==> src/rtl/laser_feeder.sv <==
// laser_feeder
//   Host-side driver for the two-circle laser placement engine. Buffers
//   ITEM_NUM target points from a loader, pulses the engine reset, streams
//   the points one per cycle on X/Y, waits for the engine's DONE pulse and
//   captures both circle centres. Optionally scores the result by counting
//   the buffered points that fall inside either circle.
//
//   Build option: define LASER_FEEDER_SCORE_EN to build the SCORE state and
//   the coverage datapath. Without it, WAIT goes straight to REPORT and
//   RES_COVER is tied to zero.
//
// Ports
//   CLK, RST                   clock, asynchronous active-low reset
//   LD_VALID/LD_X/LD_Y/LD_READY loader point handshake (IDLE only)
//   CLR, START                 buffer clear / run request (IDLE only)
//   LRST, X, Y                 engine reset and point stream
//   C1X..C2Y, DONE             engine result and its one-cycle valid
//   BUSY                       run in progress
//   RES_VALID, RES_ERR         one-cycle result pulse, timeout flag
//   RES_C1X..RES_C2Y, RES_COVER captured centres and covered-point count
module laser_feeder #(
  parameter int ITEM_NUM    = 40,
  parameter int RADIUS      = 4,
  parameter int ENG_RST_CYC = 2,
  parameter int TIMEOUT_CYC = 65535
) (
  input  logic       CLK,
  input  logic       RST,
  input  logic       LD_VALID,
  input  logic [3:0] LD_X,
  input  logic [3:0] LD_Y,
  output logic       LD_READY,
  input  logic       CLR,
  input  logic       START,
  output logic       LRST,
  output logic [3:0] X,
  output logic [3:0] Y,
  input  logic [3:0] C1X,
  input  logic [3:0] C1Y,
  input  logic [3:0] C2X,
  input  logic [3:0] C2Y,
  input  logic       DONE,
  output logic       BUSY,
  output logic       RES_VALID,
  output logic       RES_ERR,
  output logic [3:0] RES_C1X,
  output logic [3:0] RES_C1Y,
  output logic [3:0] RES_C2X,
  output logic [3:0] RES_C2Y,
  output logic [5:0] RES_COVER
);

  typedef enum logic [2:0] {
    S_IDLE, S_ENG_RST, S_STREAM, S_WAIT, S_SCORE, S_REPORT
  } state_e;

  localparam logic [5:0]  ITEM_N   = 6'(ITEM_NUM);
  localparam logic [16:0] RST_LAST = 17'(ENG_RST_CYC - 1);
  localparam logic [16:0] TMO_LAST = 17'(TIMEOUT_CYC - 1);

  // Point buffer, {x, y} per entry. Not reset: only count_q gates access.
  logic [7:0] pt_mem [ITEM_NUM];

  state_e      state_q, state_d;
  logic [5:0]  count_q, count_d;
  logic [5:0]  idx_q, idx_d;     // stream / score read pointer
  logic [16:0] tmo_q, tmo_d;     // engine-reset length and DONE timeout
  logic        lrst_q, lrst_d;
  logic [3:0]  x_q, x_d, y_q, y_d;
  logic        busy_q, busy_d;
  logic        res_valid_q, res_valid_d;
  logic        res_err_q, res_err_d;
  logic [3:0]  c1x_q, c1x_d, c1y_q, c1y_d, c2x_q, c2x_d, c2y_q, c2y_d;

  logic        wr_en;
  logic [5:0]  rd_addr;
  logic [7:0]  rd_pt;

  assign LD_READY = (state_q == S_IDLE) && (count_q < ITEM_N);
  // CLR beats a simultaneous load, so the colliding point is dropped.
  assign wr_en    = (state_q == S_IDLE) && !CLR && LD_VALID && LD_READY;

  always_ff @(posedge CLK) begin
    if (wr_en) pt_mem[count_q] <= {LD_X, LD_Y};
  end

  // The pointer reaches ITEM_NUM on the last stream/score cycle; clamp it
  // so the (unused) read stays inside the array.
  assign rd_addr = (idx_q < ITEM_N) ? idx_q : 6'd0;
  assign rd_pt   = pt_mem[rd_addr];

`ifdef LASER_FEEDER_SCORE_EN
  localparam logic [8:0] R_SQ = 9'(RADIUS * RADIUS);

  logic [7:0] pt_q, pt_d;        // point under test during SCORE
  logic [5:0] cover_q, cover_d;
  logic       hit;

  // |d|^2 is identical to the square of the 5-bit signed difference.
  function automatic logic covers(input logic [7:0] p, input logic [3:0] cx,
                                  input logic [3:0] cy);
    logic [8:0] ax, ay;
    ax = {5'd0, (p[7:4] >= cx) ? (p[7:4] - cx) : (cx - p[7:4])};
    ay = {5'd0, (p[3:0] >= cy) ? (p[3:0] - cy) : (cy - p[3:0])};
    return (ax * ax + ay * ay) <= R_SQ;
  endfunction

  assign hit       = covers(pt_q, c1x_q, c1y_q) | covers(pt_q, c2x_q, c2y_q);
  assign RES_COVER = cover_q;
`else
  assign RES_COVER = 6'd0;
`endif

  always_comb begin
    state_d     = state_q;
    count_d     = count_q;
    idx_d       = idx_q;
    tmo_d       = tmo_q;
    lrst_d      = lrst_q;
    x_d         = x_q;
    y_d         = y_q;
    res_valid_d = 1'b0;
    res_err_d   = res_err_q;
    c1x_d       = c1x_q;
    c1y_d       = c1y_q;
    c2x_d       = c2x_q;
    c2y_d       = c2y_q;
`ifdef LASER_FEEDER_SCORE_EN
    pt_d        = pt_q;
    cover_d     = cover_q;
`endif
    case (state_q)
      S_IDLE: begin
        if (CLR) begin
          count_d = 6'd0;
        end else begin
          if (wr_en) count_d = count_q + 6'd1;
          if (START && (count_q == ITEM_N)) begin
            state_d = S_ENG_RST;
            lrst_d  = 1'b1;
            tmo_d   = 17'd0;
            idx_d   = 6'd0;
          end
        end
      end
      S_ENG_RST: begin
        if (tmo_q == RST_LAST) begin
          // Release the engine in the same cycle point 0 appears.
          state_d    = S_STREAM;
          lrst_d     = 1'b0;
          {x_d, y_d} = rd_pt;
          idx_d      = idx_q + 6'd1;
          tmo_d      = 17'd0;
        end else begin
          tmo_d = tmo_q + 17'd1;
        end
      end
      S_STREAM: begin
        if (idx_q == ITEM_N) begin
          state_d = S_WAIT;
          idx_d   = 6'd0;
          x_d     = 4'd0;
          y_d     = 4'd0;
        end else begin
          {x_d, y_d} = rd_pt;
          idx_d      = idx_q + 6'd1;
        end
      end
      S_WAIT: begin
        if (DONE) begin
          c1x_d     = C1X;
          c1y_d     = C1Y;
          c2x_d     = C2X;
          c2y_d     = C2Y;
          res_err_d = 1'b0;
`ifdef LASER_FEEDER_SCORE_EN
          // Prefetch point 0 so scoring takes exactly ITEM_NUM cycles.
          state_d   = S_SCORE;
          cover_d   = 6'd0;
          pt_d      = rd_pt;
          idx_d     = idx_q + 6'd1;
`else
          state_d     = S_REPORT;
          res_valid_d = 1'b1;
`endif
        end else if (tmo_q == TMO_LAST) begin
          state_d     = S_REPORT;
          res_valid_d = 1'b1;
          res_err_d   = 1'b1;
          lrst_d      = 1'b1;
`ifdef LASER_FEEDER_SCORE_EN
          cover_d     = 6'd0;
`endif
        end else begin
          tmo_d = tmo_q + 17'd1;
        end
      end
`ifdef LASER_FEEDER_SCORE_EN
      S_SCORE: begin
        cover_d = cover_q + {5'd0, hit};
        if (idx_q == ITEM_N) begin
          state_d     = S_REPORT;
          res_valid_d = 1'b1;
          idx_d       = 6'd0;
        end else begin
          pt_d  = rd_pt;
          idx_d = idx_q + 6'd1;
        end
      end
`endif
      S_REPORT: state_d = S_IDLE;
      default:  state_d = S_IDLE;
    endcase
    busy_d = (state_d != S_IDLE);
  end

  always_ff @(posedge CLK or negedge RST) begin
    if (!RST) begin
      state_q     <= S_IDLE;
      count_q     <= 6'd0;
      idx_q       <= 6'd0;
      tmo_q       <= 17'd0;
      lrst_q      <= 1'b1;
      x_q         <= 4'd0;
      y_q         <= 4'd0;
      busy_q      <= 1'b0;
      res_valid_q <= 1'b0;
      res_err_q   <= 1'b0;
      c1x_q       <= 4'd0;
      c1y_q       <= 4'd0;
      c2x_q       <= 4'd0;
      c2y_q       <= 4'd0;
`ifdef LASER_FEEDER_SCORE_EN
      pt_q        <= 8'd0;
      cover_q     <= 6'd0;
`endif
    end else begin
      state_q     <= state_d;
      count_q     <= count_d;
      idx_q       <= idx_d;
      tmo_q       <= tmo_d;
      lrst_q      <= lrst_d;
      x_q         <= x_d;
      y_q         <= y_d;
      busy_q      <= busy_d;
      res_valid_q <= res_valid_d;
      res_err_q   <= res_err_d;
      c1x_q       <= c1x_d;
      c1y_q       <= c1y_d;
      c2x_q       <= c2x_d;
      c2y_q       <= c2y_d;
`ifdef LASER_FEEDER_SCORE_EN
      pt_q        <= pt_d;
      cover_q     <= cover_d;
`endif
    end
  end

  assign LRST      = lrst_q;
  assign X         = x_q;
  assign Y         = y_q;
  assign BUSY      = busy_q;
  assign RES_VALID = res_valid_q;
  assign RES_ERR   = res_err_q;
  assign RES_C1X   = c1x_q;
  assign RES_C1Y   = c1y_q;
  assign RES_C2X   = c2x_q;
  assign RES_C2Y   = c2y_q;

endmodule

==> config.mk <==
export PLATFORM = sky130hd
export DESIGN_NAME = laser_feeder
export DESIGN_NICKNAME = d
export VERILOG_FILES = /design/src/rtl/laser_feeder.sv
export SDC_FILE = /design/constraint.sdc
export NUM_CORES = 1
export LEC_CHECK = 0
export BUFFER_PORTS_ARGS = -buffer_cell sky130_fd_sc_hd__buf_2
export CORE_ASPECT_RATIO = 0.7
export CORE_UTILIZATION = 50
export DETAILED_ROUTE_END_ITERATION = 8
export MAX_ROUTING_LAYER = met4
export PLACE_DENSITY_LB_ADDON = 0.2
export SETUP_SLACK_MARGIN = 0.05
export SYNTH_ARGS = -nofsm -noshare
export SYNTH_HDL_FRONTEND = slang
export SYNTH_SLANG_ARGS = --single-unit
==> constraint.sdc <==
create_clock -name CLK -period 3.3 [get_ports CLK]
set_input_delay 0.66 -clock CLK [delete_from_list [all_inputs] [get_ports CLK]]
set_output_delay 0.66 -clock CLK [all_outputs]
set_load 0.01 [all_outputs]
==> reports/metrics.json <==
{
  "timing": {
    "setup_viol": 0,
    "grt_setup_unrepaired": "false",
    "final_min_period_over_clock_period": 0.923,
    "worst_slack_ns": 0.256,
    "worst_clock_skew_ns": 0.0208,
    "timing.slew.headroom": 0.337,
    "worst-slew-pin-transition_ns": 0.994,
    "final-hold-violation-count": 0,
    "final-max-slew-violation-count": 0,
    "max_fclk_mhz": 328,
    "setup_tns_ns": 0,
    "post-route-min-period_ns": 3.04
  },
  "place": {
    "portBuffers": 58,
    "dpl_cell_area_um2": 16800,
    "hpwlAfterDp_mm": 25.9,
    "place_congestion": 0.912,
    "place_worst_setup_slack_ns": 0.322
  },
  "layout": {
    "syn_to_final_growth_pct": 13.7,
    "design.final.nets": 1244,
    "fin_area_um2": 18100,
    "post_route_cells_drive_above_1_share": 0.201,
    "num_antenna_cells": 0
  },
  "cts": {
    "worst_setup_hold_path_clk_slew_ns": 0.07,
    "post-cts-setup-buffer-count": 0,
    "tritoncts.num_buffers": 37,
    "numClockSinks": 380,
    "ctsHtreeMaxLevel": 2,
    "cts.root.buffer_cell": "clkbuf_16",
    "worst_skew_pair.late_latency_ns": 0.54,
    "postCtsResizedCells": 0,
    "tritoncts": "yes",
    "clockBufferDepth": 3
  },
  "global_route": {
    "globalRouteTotalUtil": 0.262,
    "gr-usage-met1": 0.396,
    "globalRoute.totalOverflow": 0,
    "grt_start_max_net_pins": 42,
    "globalRoute.busiestLayer": "met1",
    "grt_antenna_before_repair": 1,
    "met3_usage": 0.0568,
    "grtUsageMet2": 0.355,
    "grt_pass1_wl_mm": 61.1,
    "grt_pass1_vias": 9697
  },
  "routing": {
    "ant_nets": 0,
    "detailedRoute.firstIterationViolations": 1229,
    "drc": 0,
    "totalWireLength_mm": 40.2,
    "vias_per_cell": 6.08,
    "vias": 10053,
    "drt_first_pass_iters": 5,
    "avgRoutedWirePerCell_um": 24.3
  },
  "floorplanning": {
    "die_w_um": 215,
    "core_area_um2": 31300,
    "floorplan.initialDensity": 0.510,
    "die_y_um": 151,
    "die_area_um2": 32600,
    "fp-row-count": 54,
    "floorplan.io_pins": 65
  },
  "critical_path": {
    "critical_path.top_delay_family": "compound AO/OA/AOI/OAI gates",
    "crit_buf_inv": 1,
    "worst_ep_arrival_time_ns": 3.50,
    "max_stage_delay_ns": 0.83,
    "worst-path-max-fanout": 10,
    "critPathSlowestCell": "a2111oi_0",
    "critical_path.cell_chain": "o21ai_2, nand2_1, mux2i_1, a2111oi_0, buf_4, nor3_1, o31ai_1",
    "setup.worst_path.end_class": "register",
    "cp.required_ns": 3.75,
    "crit_path_start_kind": "register",
    "timing.setup.critical_path_class": "register to register"
  },
  "logic_synthesis": {
    "proportion_of_register_bits_with_asynchronous_set_or_reset_after_synthesis": 0.158,
    "synth-seq-cells": 380,
    "synth-main-ff-cell": "edfxtp_1",
    "synth_commonest_cells": "320 x edfxtp_1, 86 x nor2_1, 75 x o21ai_0",
    "seq_area_frac_synth": 0.697,
    "yosys-top-cells-area": "edfxtp_1 60%, dfrtp_1 9.3%, mux2_2 3.5%",
    "yosys_warnings": 0,
    "syn-mean-instance-area_um2": 14.2,
    "ys_types": 71,
    "synth_largest_type_area_fraction": 0.602,
    "netlist_area_pre_place_um2": 15900,
    "post_synth_edffs": 320,
    "cell_type_with_the_highest_aggregate_area_in_the_netlist": "edfxtp_1",
    "synth_most_common_cell": "edfxtp_1",
    "syn_inst": 1125
  },
  "pwr": {
    "irDropWorstVdd_uv": 575,
    "leakage_nw": 6.36,
    "design_power_total_mw": 12.7,
    "power.density_cell_area_nw_per_um2": 701
  },
  "run": {
    "max-cap-violations": 0
  },
  "status": {
    "status": "complete, no violations"
  },
  "min_path": {
    "worst_hold_path_type": "input port to register"
  }
}
[worst reg2reg max path: cells and delay by family, from the launching register on]
kind | cells | cell delay [ns]
multiplexers | 1 | 0.24
buffers and inverters | 1 | 0.24
AND/OR/NAND/NOR | 2 | 0.53
flip-flops | 1 | 0.48
AO/OA/AOI/OAI | 3 | 1.48
[routing by layer]
metal / up-vias / share of wire
met5: - / 0
met4: 0 / 0.022
met3: 63 / 0.092
met2: 445 / 0.42
met1: 5042 / 0.47
li1: 4503 / -
[path summary, 6_finish.rpt]
check | from | to | slack, ns | depth (start not counted)
max | idx_q[3]$_DFFE_PN0P_ | X[3]$_DFFE_PN0P_ | 0.26 | 7
min | C1X[2] | RES_C1X[2]$_DFFE_PN0P_ | 0.36 | 2
max reg2reg | idx_q[3]$_DFFE_PN0P_ | X[3]$_DFFE_PN0P_ | 0.26 | 7
min reg2reg | RES_C1Y[3]$_DFFE_PN0P_ | RES_C1Y[3]$_DFFE_PN0P_ | 0.50 | 1
max in group asynchronous | RST | idx_q[1]$_DFFE_PN0P_ | 2.00 | 3
min in group asynchronous | RST | RES_C1X[1]$_DFFE_PN0P_ | 0.50 | 2
[state kept, by name (all words and copies together) (netlist names)]
register and cells:
LRST 1, count_q 6, Y 4, RES_ERR 1
RES_VALID 1, tmo_q 17, BUSY 1, RES_C1Y 4
RES_C2Y 4, RES_C2X 4, idx_q 6, X 4
state_q 3, pt_mem 320, RES_C1X 4
[cell usage in the layout, fill, tap and decap left out, types with 7 or more instances in the layout]
cell type	instances
a211o_1	9
o211ai_1	8
mux2_2	49
a2111oi_0	7
a32oi_1	7
and3_1	11
buf_2	58
nand2b_1	9
mux2i_1	39
inv_1	13
nand2_1	61
edfxtp_1	320
ha_1	7
a211oi_1	29
o21ai_0	75
nor2b_1	7
a21oi_1	31
nand3_1	22
dfrtp_1	56
buf_4	53
a31oi_1	15
and2_1	25
nor2_1	86
o31ai_1	23
nor3_1	18
clkbuf_16	37
o22ai_1	28
o221ai_1	7
[cells by family (layout without fill, tap and decap cells)]
group                      after synthesis  in the layout  share of synthesized area
AOI/OAI and AO/OA                      269            269                      0.110
adders and majority gates                7              7                    0.00549
DFF                                    380            380                      0.697
xor gates and xnor gates                 5              5                    0.00275
other                                    1              6                   0.000235
muxes                                   92             92                     0.0647
and+or+nand+nor                        283            283                     0.0948
buffers and inverters                   88            192                     0.0253
[final cells by class]
class	count	area [um2]
tap	420	526
inverter	14	52.6
clock inverter	17	249
fill	2442	13200
sequential	380	11100
timing repair buffer	112	698
multi-input combinational	662	4450
clock buffer	49	1030
[metrics by stage]
step | cells | util | hold slack (ns)
detailed placement | 1587 | 0.538 | 0.488
global placement | 1587 | 0.538 | 0.482
CTS | 1654 | 0.579 | 0.341
floorplan | 1130 | - | 0.364
finish | 1654 | 0.579 | 0.357
global route | 1654 | 0.579 | 0.349
[power by group]
| part | switching (mW) | internal [mW] | leakage, nW |
|---|---|---|---|
| clock network | 1.78 | 2.68 | 0.624 |
| logic | 1.65 | 0.938 | 2.05 |
| registers | 0.206 | 5.45 | 3.68 |
[what timing repair did]
item / 4_1_cts / 5_1_grt
hold endpoints to repair: 5 / 0
setup endpoints to repair: 0 / 0
hold buffers: 1 / 0
No activity file was read; power rests on OpenSTA's default activity.
